File: src/rtl/pipe_stage_reg.sv
// pipe_stage_reg
//   Parametrised pipeline stage register placed between two pipeline stages.
//   It holds a DATA_W payload and a CTRL_W control field under a valid/ready
//   handshake. It supports stall back-pressure, an optional 2-entry skid buffer,
//   flush/bubble insertion and a saturating stall counter.
//
// Parameters
//   DATA_W   payload width
//   CTRL_W   control field width (forced to zero on bubbles)
//   SKID     1 = 2-entry skid buffer with registered in_ready, 0 = single entry
//   STALL_W  width of stall_cnt
//
// Ports
//   clk        rising-edge clock
//   rst        synchronous active-high reset
//   in_valid   upstream presents a beat
//   in_ready   stage can accept a beat (transfer on in_valid & in_ready)
//   in_data    upstream payload
//   in_ctrl    upstream control field
//   flush      squash every held entry at the next edge
//   out_valid  held beat valid toward downstream
//   out_ready  downstream accepts (transfer on out_valid & out_ready)
//   out_data   held payload
//   out_ctrl   held control field, zero whenever out_valid is low
//   stall_cnt  saturating count of cycles with out_valid & ~out_ready
module pipe_stage_reg #(
  parameter int DATA_W  = 16,
  parameter int CTRL_W  = 10,
  parameter int SKID    = 1,
  parameter int STALL_W = 8
) (
  input  logic               clk,
  input  logic               rst,
  input  logic               in_valid,
  output logic               in_ready,
  input  logic [DATA_W-1:0]  in_data,
  input  logic [CTRL_W-1:0]  in_ctrl,
  input  logic               flush,
  output logic               out_valid,
  input  logic               out_ready,
  output logic [DATA_W-1:0]  out_data,
  output logic [CTRL_W-1:0]  out_ctrl,
  output logic [STALL_W-1:0] stall_cnt
);

  // Main entry drives the outputs; the skid entry only exists when SKID=1.
  logic               mainValid_q, mainValid_d;
  logic [DATA_W-1:0]  mainData_q,  mainData_d;
  logic [CTRL_W-1:0]  mainCtrl_q,  mainCtrl_d;
  logic               skidValid_q, skidValid_d;
  logic [DATA_W-1:0]  skidData_q,  skidData_d;
  logic [CTRL_W-1:0]  skidCtrl_q,  skidCtrl_d;
  logic [STALL_W-1:0] stallCnt_q,  stallCnt_d;

  logic inFire;
  logic outFire;

  // With a skid buffer in_ready comes straight from a flop, so there is no
  // combinational path from out_ready back to in_ready.
  generate
    if (SKID != 0) begin : gReadySkid
      assign in_ready = ~skidValid_q;
    end else begin : gReadyDirect
      assign in_ready = ~mainValid_q | out_ready;
    end
  endgenerate

  assign inFire  = in_valid & in_ready;
  assign outFire = mainValid_q & out_ready;

  // Next-state for both entries. The skid always drains into main before new
  // input is taken, which keeps the ordering strictly FIFO. Whenever an entry
  // empties its control field is cleared so stale enables never leak out.
  always_comb begin
    mainValid_d = mainValid_q;
    mainData_d  = mainData_q;
    mainCtrl_d  = mainCtrl_q;
    skidValid_d = skidValid_q;
    skidData_d  = skidData_q;
    skidCtrl_d  = skidCtrl_q;

    if (flush) begin
      // Data is left in place; only valids and control are squashed.
      mainValid_d = 1'b0;
      mainCtrl_d  = '0;
      skidValid_d = 1'b0;
      skidCtrl_d  = '0;
    end else if (!mainValid_q || outFire) begin
      if (skidValid_q) begin
        mainValid_d = 1'b1;
        mainData_d  = skidData_q;
        mainCtrl_d  = skidCtrl_q;
        skidValid_d = 1'b0;
        skidCtrl_d  = '0;
      end else if (inFire) begin
        mainValid_d = 1'b1;
        mainData_d  = in_data;
        mainCtrl_d  = in_ctrl;
      end else begin
        mainValid_d = 1'b0;
        mainCtrl_d  = '0;
      end
    end else if (inFire && (SKID != 0)) begin
      // Main is full and stalled: park the accepted beat in the skid entry.
      skidValid_d = 1'b1;
      skidData_d  = in_data;
      skidCtrl_d  = in_ctrl;
    end
  end

  // Stall counter saturates at all-ones; flush does not touch it.
  always_comb begin
    stallCnt_d = stallCnt_q;
    if (mainValid_q && !out_ready && (stallCnt_q != {STALL_W{1'b1}})) begin
      stallCnt_d = stallCnt_q + STALL_W'(1);
    end
  end

  // State registers with synchronous reset that overrides flush and transfers.
  always_ff @(posedge clk) begin
    if (rst) begin
      mainValid_q <= 1'b0;
      mainData_q  <= '0;
      mainCtrl_q  <= '0;
      skidValid_q <= 1'b0;
      skidData_q  <= '0;
      skidCtrl_q  <= '0;
      stallCnt_q  <= '0;
    end else begin
      mainValid_q <= mainValid_d;
      mainData_q  <= mainData_d;
      mainCtrl_q  <= mainCtrl_d;
      skidValid_q <= skidValid_d;
      skidData_q  <= skidData_d;
      skidCtrl_q  <= skidCtrl_d;
      stallCnt_q  <= stallCnt_d;
    end
  end

  // Control is gated by valid so an empty slot always reads as a bubble.
  assign out_valid = mainValid_q;
  assign out_data  = mainData_q;
  assign out_ctrl  = mainValid_q ? mainCtrl_q : '0;
  assign stall_cnt = stallCnt_q;

endmodule

File: config.mk
export PLATFORM = sky130hd
export DESIGN_NAME = pipe_stage_reg
export DESIGN_NICKNAME = d
export VERILOG_FILES = /design/src/rtl/pipe_stage_reg.sv
export SDC_FILE = /design/constraint.sdc
export NUM_CORES = 1
export LEC_CHECK = 0
export CAP_MARGIN = 30
export CORE_UTILIZATION = 54
export CTS_BUF_LIST = sky130_fd_sc_hd__clkbuf_4
export DETAILED_ROUTE_END_ITERATION = 10
export GPL_TIMING_DRIVEN = 0
export PLACE_DENSITY = 0.87
export SYNTH_ARGS = -nofsm -noshare
export SYNTH_HDL_FRONTEND = slang
export SYNTH_SLANG_ARGS = --single-unit
File: constraint.sdc
create_clock -name clk -period 2.5 [get_ports clk]
set_clock_uncertainty 0.2 [all_clocks]
set_input_delay 0.25 -clock clk [delete_from_list [all_inputs] [get_ports clk]]
set_output_delay 0.25 -clock clk [all_outputs]
set_load 0.005 [all_outputs]
# After elaboration in Yosys (flattened, before gate mapping)
# Index checks and enable logic that the tools add are counted.
# word_totals
ff_bits	62
in_bits	31
# op_classes
addsub	1
n_eq_ne	2
mux	10
bitwise	5
n_reduce_logical	12
# op_table
operator	n
two-way mux 10 bit	6
two-way mux 16 bit	2
adder 8 x 1 -> 8 bit (second input constant)	1
!= test 8 bit (second input constant)	1
AND reduction 3 bit	2
nonzero test 2 bit	2
NOT 1 bit	3
OR reduction 3 bit	1
AND 1 bit	2
logical AND 1 bit	2
logical NOT 1 bit	2
two-way mux 1 bit	2
!= test 2 bit (second input constant)	1
AND reduction 2 bit	1
OR reduction 2 bit	1
logical OR 1 bit	1

# Logic depth before layout (Yosys ltp)
# Gate-level depths: netlist of run 1.
# depth
ltp_word	4
mapped_depth	7
mapped_depth_nobuf	5

# Least setup slack after synthesis of run 1
# OpenSTA, ideal clock, no wires.
# synth_path
path_kind	register to register
start	register stallCnt_q[0], in the netlist stall_cnt[0]
end	register stallCnt_q[1], in the netlist stall_cnt[1]
setup_ns	0.128
arrival_ns	1.307
slack_ns	0.865
stages_incl_launch_ff	6
path_cell_list	dfxtp_1 -> ha_1 -> nand2_1 -> o31ai_1 -> mux2i_1 -> nor2_1
# synth_via
elab_chain_len	2
# synth_rtl
item	line_no	text
start: declaration	53	logic [STALL_W-1:0] stallCnt_q, stallCnt_d;
start signal: assignment	136	stallCnt_q <= stallCnt_d;
parallel branches: the longest is 2 deep, another holds adder 8 x 1 -> 8 bit	-	
# Parallel ways; which one is timed is not known.
# A chain may end at the register's enable or synchronous reset.

# Worst setup path after layout of run 1
# layout_path
start	register skidValid_q
end	output port in_ready
# layout_via
elab_chain_len	1
# layout_rtl
item	line_no	text
start: declaration	50	logic skidValid_q, skidValid_d;
start signal: assignment	133	skidValid_q <= skidValid_d;
NOT 1 bit	62	assign in_ready = ~skidValid_q;
end: declaration	35	output logic in_ready,
# Every way passes these cells.

==> results of run 1 <==
sequential cells by signal, indices dropped and copies added (netlist names):
register     flops
out_valid        1
out_data        16
mainCtrl_q      10
skidValid_q      1
skidData_q      16
skidCtrl_q      10
stall_cnt        8
power groups by stage:
stage | clock network (uW) | logic (uW) | registers, uW
after CTS | 576 | 213 | 1030
after floorplan | 0 | 93.5 | 1050
after detailed placement | 0 | 211 | 1050
final | 568 | 213 | 1030
after global routing | 616 | 232 | 1030
after global placement | 0 | 207 | 1050
cell usage in the layout, fill, tap and decap left out, types with 2 or more instances in the layout:
cell,Yosys,layout
nand3_1,3,3
nor3_1,6,6
buf_2,3,3
nand2_1,3,3
inv_1,2,2
clkdlybuf4s50_1,0,66
nor2_1,58,58
mux2i_1,33,33
dfxtp_1,62,62
clkinv_1,0,2
clkbuf_1,9,9
and4b_1,2,2
and2_1,12,12
buf_6,2,2
clkbuf_4,0,12
a31oi_1,2,2
a22oi_1,10,10
a21oi_1,4,4
a211oi_1,26,26
nor2b_1,2,2
buf_4,4,4
a2bb2oi_1,10,10
worst max-delay path, delay by kind of cell (launching register included):
kind | cells | cell delay (ns)
buffers and inverters | 4 | 1.03
DFF | 1 | 0.38
final cells by class:
cell class	count	area [um2]	share of cell area (%)
Sequential cell	62	1240	36.1
Multi-Input combinational cell	186	1240	36.0
Buffer	20	125	3.64
Clock inverter	3	12.5	0.364
Inverter	2	7.51	0.218
Tap cell	52	65.1	1.89
Clock buffer	12	90.1	2.62
Timing Repair Buffer	66	661	19.2
through the flow:
step | instances | setup slack (ns) | hold slack, ns | utilization (%)
after detailed placement | 388 | 0.386 | 0.280 | 74.1
after global routing | 403 | 0.166 | 0.284 | 76.3
after global placement | 388 | 0.438 | 0.266 | 74.1
final | 403 | 0.240 | 0.276 | 76.3
after floorplan | 270 | 0.865 | 0.197 | -
after CTS | 403 | 0.253 | 0.268 | 76.3
cells by family (layout without fill, tap and decap cells):
group | after synthesis | in the layout
fa+ha+maj | 1 | 1
xor+xnor | 1 | 1
flops | 62 | 62
buf+inv | 22 | 103
mux | 34 | 34
compound gates | 55 | 55
simple gates | 95 | 95
worst paths after layout:
check | startpoint | end | slack [ns]
min reg2reg | skidCtrl_q[5] | skidCtrl_q[5] | 0.30
min | in_data[8] | skidData_q[8] | 0.28
max reg2reg | stall_cnt[0] | stall_cnt[1] | 0.72
max | skidValid_q | in_ready | 0.24
cell usage after synthesis:
master,n
a211oi_1,26
a21oi_1,4
a21oi_2,1
a22oi_1,10
a2bb2oi_1,10
a31oi_1,2
and2_1,12
and2b_4,1
and3_1,1
and4b_1,2
buf_1,1
buf_12,1
buf_2,3
buf_4,4
buf_6,2
clkbuf_1,9
dfxtp_1,62
ha_1,1
inv_1,2
mux2_2,1
mux2i_1,33
nand2_1,3
nand2b_1,1
nand3_1,3
nand4_1,1
nor2_1,58
nor2b_1,2
nor3_1,6
nor3_4,1
nor3b_1,1
nor3b_2,1
nor4_1,1
o21bai_1,1
o31ai_1,1
or2_0,1
xor2_1,1
metal layers:
layer	vias up	global-route usage [%]	part of all wire, %
met3	10	5.49	6.9
met5	-	0	0
met2	85	40.6	48
met1	1084	31.1	43
li1	1118	-	-
met4	0	12.0	1.6
==> metrics.cfg, run 1 <==
[run_status]
outcome=completed

[critical_path]
timing.critical_path.from_type=flop
worst_ep_arrival_time_ns=1.81
crit_path_cell_trace=buf_4 -> buf_2 -> inv_1 -> clkdlybuf4s50_1
setup.worst_path.class=flop to output port
endpoint_kind=output port
timing.critical_path.slowest_stage_cell=clkdlybuf4s50_1
cp.required_ns=2.05
timing.critical_path.fanout_max=10
slowest_delay_ns=0.45
rr_worst_depth=5

[synth]
synthTopCellsByArea=dfxtp_1, mux2i_1, nor2_1
syn_area_per_cell_um2=9.67
synth_top_area_share_pct=47.6
synthSimpleGateAreaFrac_pct=17.6
yosys_register_bits=62
yosys_warnings=0
synthMuxAreaShare_pct=13.1
post_synth_num_cell_types=36
synth_xor_area_share_pct=0.336
synth_top_family_by_area=simple AND/OR/NAND/NOR gates
fraction_of_the_mapped_netlist_area_in_compound_gates_pct=15.9
yosys.area_share.adder_pct=0.479
syn-cell-area_mm2=0.00261
synth_largest_area_cell=dfxtp_1
synth-seq-area-share_pct=47.6
synthCells=270
synth_nets=302

[place]
placement_cell_area_mm2=0.00334
io_buffers=66
gp_congestion=0.755
detailedPlacementHpwl_um=4150

[power_and_ir_drop]
p_sw_share_pct=24.9
finalPower_uw=1810
power_leakage_uw=0.00123
switching_power_uw=450
ir_worst_vdd_mv=0.474
power_density_mw_per_mm2=527
share_seq_of_total_power_pct=56.9
comb_power_share_pct=11.7
internal-power_uw=1360
pwr-share-clk_pct=31.4

[global_route]
groute.usage.overall_pct=24.8
grt_start_max_net_pins=11
grt_pass1_vias=2093
grt_first_pass_wirelength_um=9710
grt_antenna_before_repair=0
residual_overflow_from_global_routing=0

[timing]
layout_worst_path_cycle_share_pct=90.4
grt_setup_unrepaired=false
timing.slew.headroom_pct=63.9
final.setup.tns_ns=0
post-route-min-period_ns=2.26
tightestPinTransition_ns=0.542
final_max_slew_viol_count=0
setup_violating_endpoint_count_in_the_final_report=0
fmaxAchievable_ghz=0.443
hold_viol_final=0

[die]
design.portCount=67
die_h_um=71.5
die-width_um=71.5
fp.dieArea_mm2=0.00512
starting_utilization_of_the_core_area_pct=57.9
core_region_area_mm2=0.00450
rows=24

[routing]
route.antenna.remaining_nets=0
drt_first_iter_violations=171
drt-wirelength-per-cell_um=14.7
wirelength_um=5930
route.detailed.vias_per_inst=5.70
post-route-drc-count=0
number_of_vias_in_the_routed_layout=2297
drt-pass1-iter-count=4

[final_layout]
finalNetCount=379
area_delta_synth_final_pct=31.7
fill_cells=333
finalInstanceArea_mm2=0.00344
n_antenna_cell=0
layout-drive-gt1-share_pct=7.98

[clock_tree]
cts_resized=0
cts.hold.buffers_added=0
number_of_h_tree_levels=3
tritoncts_buffer_count=9
post-cts-setup-buffers=0
clk_latency_ns=0.41
tritoncts=yes
root_buffer=clkbuf_4
worst_setup_hold_path_clk_slew_ns=0.10
sink_count_of_the_clock_tree=62
clockBufferDepth=2

[min_path]
worstHoldPathType=input pin to flop
timing.hold.worst_path_depth=3

[job]
cap_violations=0

(Power assumes the default switching activity.)
==> inputs of run 2 (changes only) <==
Settings changed: CORE_UTILIZATION 54 to 45, PLACE_DENSITY 0.87 to 0.74.
==> run 2 against run 1 <==
Compared with the run above: critical path depth did not move; critical endpoint unchanged; total power fell by 1.0%; sequential power barely moved; routed wire length fell by 1.5%; clock-buffer cell count fell by 2; highest routed layer unchanged; via count fell by 4.7%; combinational power barely moved; largest cell class unchanged.
==> metrics.cfg, run 2 (synthesized netlist as in run 1, its figures left out) <==
[global_route]
grt_antenna_before_repair=0  ; unchanged
groute.usage.overall_pct=20.8  ; -3.9 points
grt_start_max_net_pins=11  ; unchanged
residual_overflow_from_global_routing=0  ; unchanged
grt_pass1_vias=2070  ; -1.1%
grt_first_pass_wirelength_um=9740  ; +0.35%

[place]
post-place-ws_ns=0.303  ; -0.0832 ns
io_buffers=66  ; unchanged
detailedPlacementHpwl_um=4170  ; +0.56%
gp_congestion=0.785  ; +3.9%

[job]
cap_violations=0  ; unchanged

[clock_tree]
clockBufferDepth=2  ; unchanged
tritoncts=yes
cts.hold.buffers_added=0  ; unchanged
number_of_h_tree_levels=3  ; unchanged
worst_setup_hold_path_clk_slew_ns=0.10  ; about the same
clk_latency_ns=0.40  ; about the same
sink_count_of_the_clock_tree=62  ; unchanged
root_buffer=clkbuf_4
tritoncts_buffer_count=9  ; unchanged
post-cts-setup-buffers=0  ; unchanged
cts_resized=0  ; unchanged

[timing]
post-route-min-period_ns=2.24  ; -0.0241 ns
tightestPinTransition_ns=0.502  ; -0.0394 ns
hold_viol_final=0  ; unchanged
final.setup.tns_ns=0  ; unchanged
grt_setup_unrepaired=false
layout_worst_path_cycle_share_pct=89.4  ; -0.96 points
setup_violating_endpoint_count_in_the_final_report=0  ; unchanged
fmaxAchievable_ghz=0.447  ; +1.1%
final_max_slew_viol_count=0  ; unchanged
postLayoutSetupSlackWorst_ns=0.264  ; +0.0241 ns
timing.slew.headroom_pct=66.5  ; +2.6 points
holdWs_ns=0.287  ; +0.0110 ns

[final_layout]
fill_cells=515  ; +55%
area_delta_synth_final_pct=32.7
n_antenna_cell=0  ; unchanged
seqCellArea_mm2=0.00124  ; unchanged
layout-drive-gt1-share_pct=7.95  ; -0.023 points
finalNetCount=379  ; unchanged
layout_commonest_cell=clkdlybuf4s50_1
mostFrequentLayoutCells=clkdlybuf4s50_1, dfxtp_1, nor2_1
multiInputGateArea_mm2=0.00124  ; unchanged

[min_path]
worstHoldPathType=input pin to flop
timing.hold.worst_path_depth=3  ; unchanged
worstHoldEndpoint=skidData_q[14]
worstHoldStart=in_data[14]

[critical_path]
regToRegEndpoint=stall_cnt[1]
rr_worst_depth=5  ; unchanged
timing.critical_path.from_type=flop
slowest_delay_ns=0.44  ; about the same
crit-reg2reg-launch=stall_cnt[0]
setup.worst_path.class=flop to output port
r2r_setup_slack_ns=0.71  ; about the same
crit_path_cell_trace=buf_4 -> buf_2 -> inv_1 -> clkdlybuf4s50_1
endpoint_kind=output port
worst_ep_arrival_time_ns=1.79  ; -0.02 ns
cp.required_ns=2.05  ; about the same
timing.critical_path.slowest_stage_cell=clkdlybuf4s50_1
timing.critical_path.fanout_max=10  ; unchanged

[routing]
wirelength_um=5840  ; -1.5%
number_of_vias_in_the_routed_layout=2188  ; -4.7%
drt-pass1-iter-count=4  ; unchanged
drt_first_iter_violations=91  ; -47%
post-route-drc-count=0  ; unchanged
drt-wirelength-per-cell_um=13.8  ; -6.3%
route.antenna.remaining_nets=0  ; unchanged
route.detailed.vias_per_inst=5.16  ; -9.5%

[die]
rows=27  ; +13%
fp.dieArea_mm2=0.00611  ; +19%
design.portCount=67  ; unchanged
starting_utilization_of_the_core_area_pct=47.1  ; -11 points
die_h_um=78.2  ; +9.3%
die-width_um=78.2  ; +9.3%
core_region_area_mm2=0.00554  ; +23%

[power_and_ir_drop]
power_leakage_uw=0.00122  ; -0.29%
power_density_mw_per_mm2=517  ; -1.8%
ir_worst_vdd_mv=0.373  ; -21%

[run_status]
outcome=completed

[run 2: how the worst max path moves through the flow]
stage	startpoint	end	slack, ns	cells after the start
global route	skidValid_q	in_ready	0.15	4
finish	skidValid_q	in_ready	0.26	4
global placement	rst	skidData_q[14]	0.34	4
floorplan	stall_cnt[0]	stall_cnt[1]	0.87	5
detailed placement	rst	skidData_q[12]	0.30	4
CTS	skidValid_q	in_ready	0.25	4
[run 2: worst max-delay path, delay by kind of cell (launching register included)]
family	cells	cell delay (ns)
buffers and inverters	4	1.02
flip-flops	1	0.37
[run 2: report_power, final]
part	internal, uW	total (uW)	switching, uW	leakage (uW)
combinational	121	212	91.2	0.000660
clock	202	550	347	0.0000587
sequential	1020	1030	16.2	0.000504
[run 2: layer usage]
metal | vias up | share of wire, % | global-route usage [%]
li1 | 1116 | - | -
met3 | 12 | 3.9 | 3.84
met5 | - | 0 | 0
met2 | 49 | 46 | 33.2
met4 | 0 | 2.5 | 11.9
met1 | 1011 | 47 | 26.3
[run 2: stage by stage]
stage	cell area [um2]	total power (uW)	cells	utilization [%]
finish	3460	1790	424	62.5
global route	3460	1870	424	62.5
CTS	3460	1810	424	62.5
detailed placement	3360	1270	408	60.7
global placement	3360	1260	408	60.7
floorplan	2610	1150	270	-
[run 2: area by class of cell]
type                    count  share of cell area [%]
plain buffers              20                    3.61
clock buffers              10                    2.17
clock inverters             6                   0.831
inverters                   2                   0.217
multi-input cells         186                    35.7
flip-flops and latches     62                    35.8
well taps                  72                    2.60
repair buffers             66                    19.1
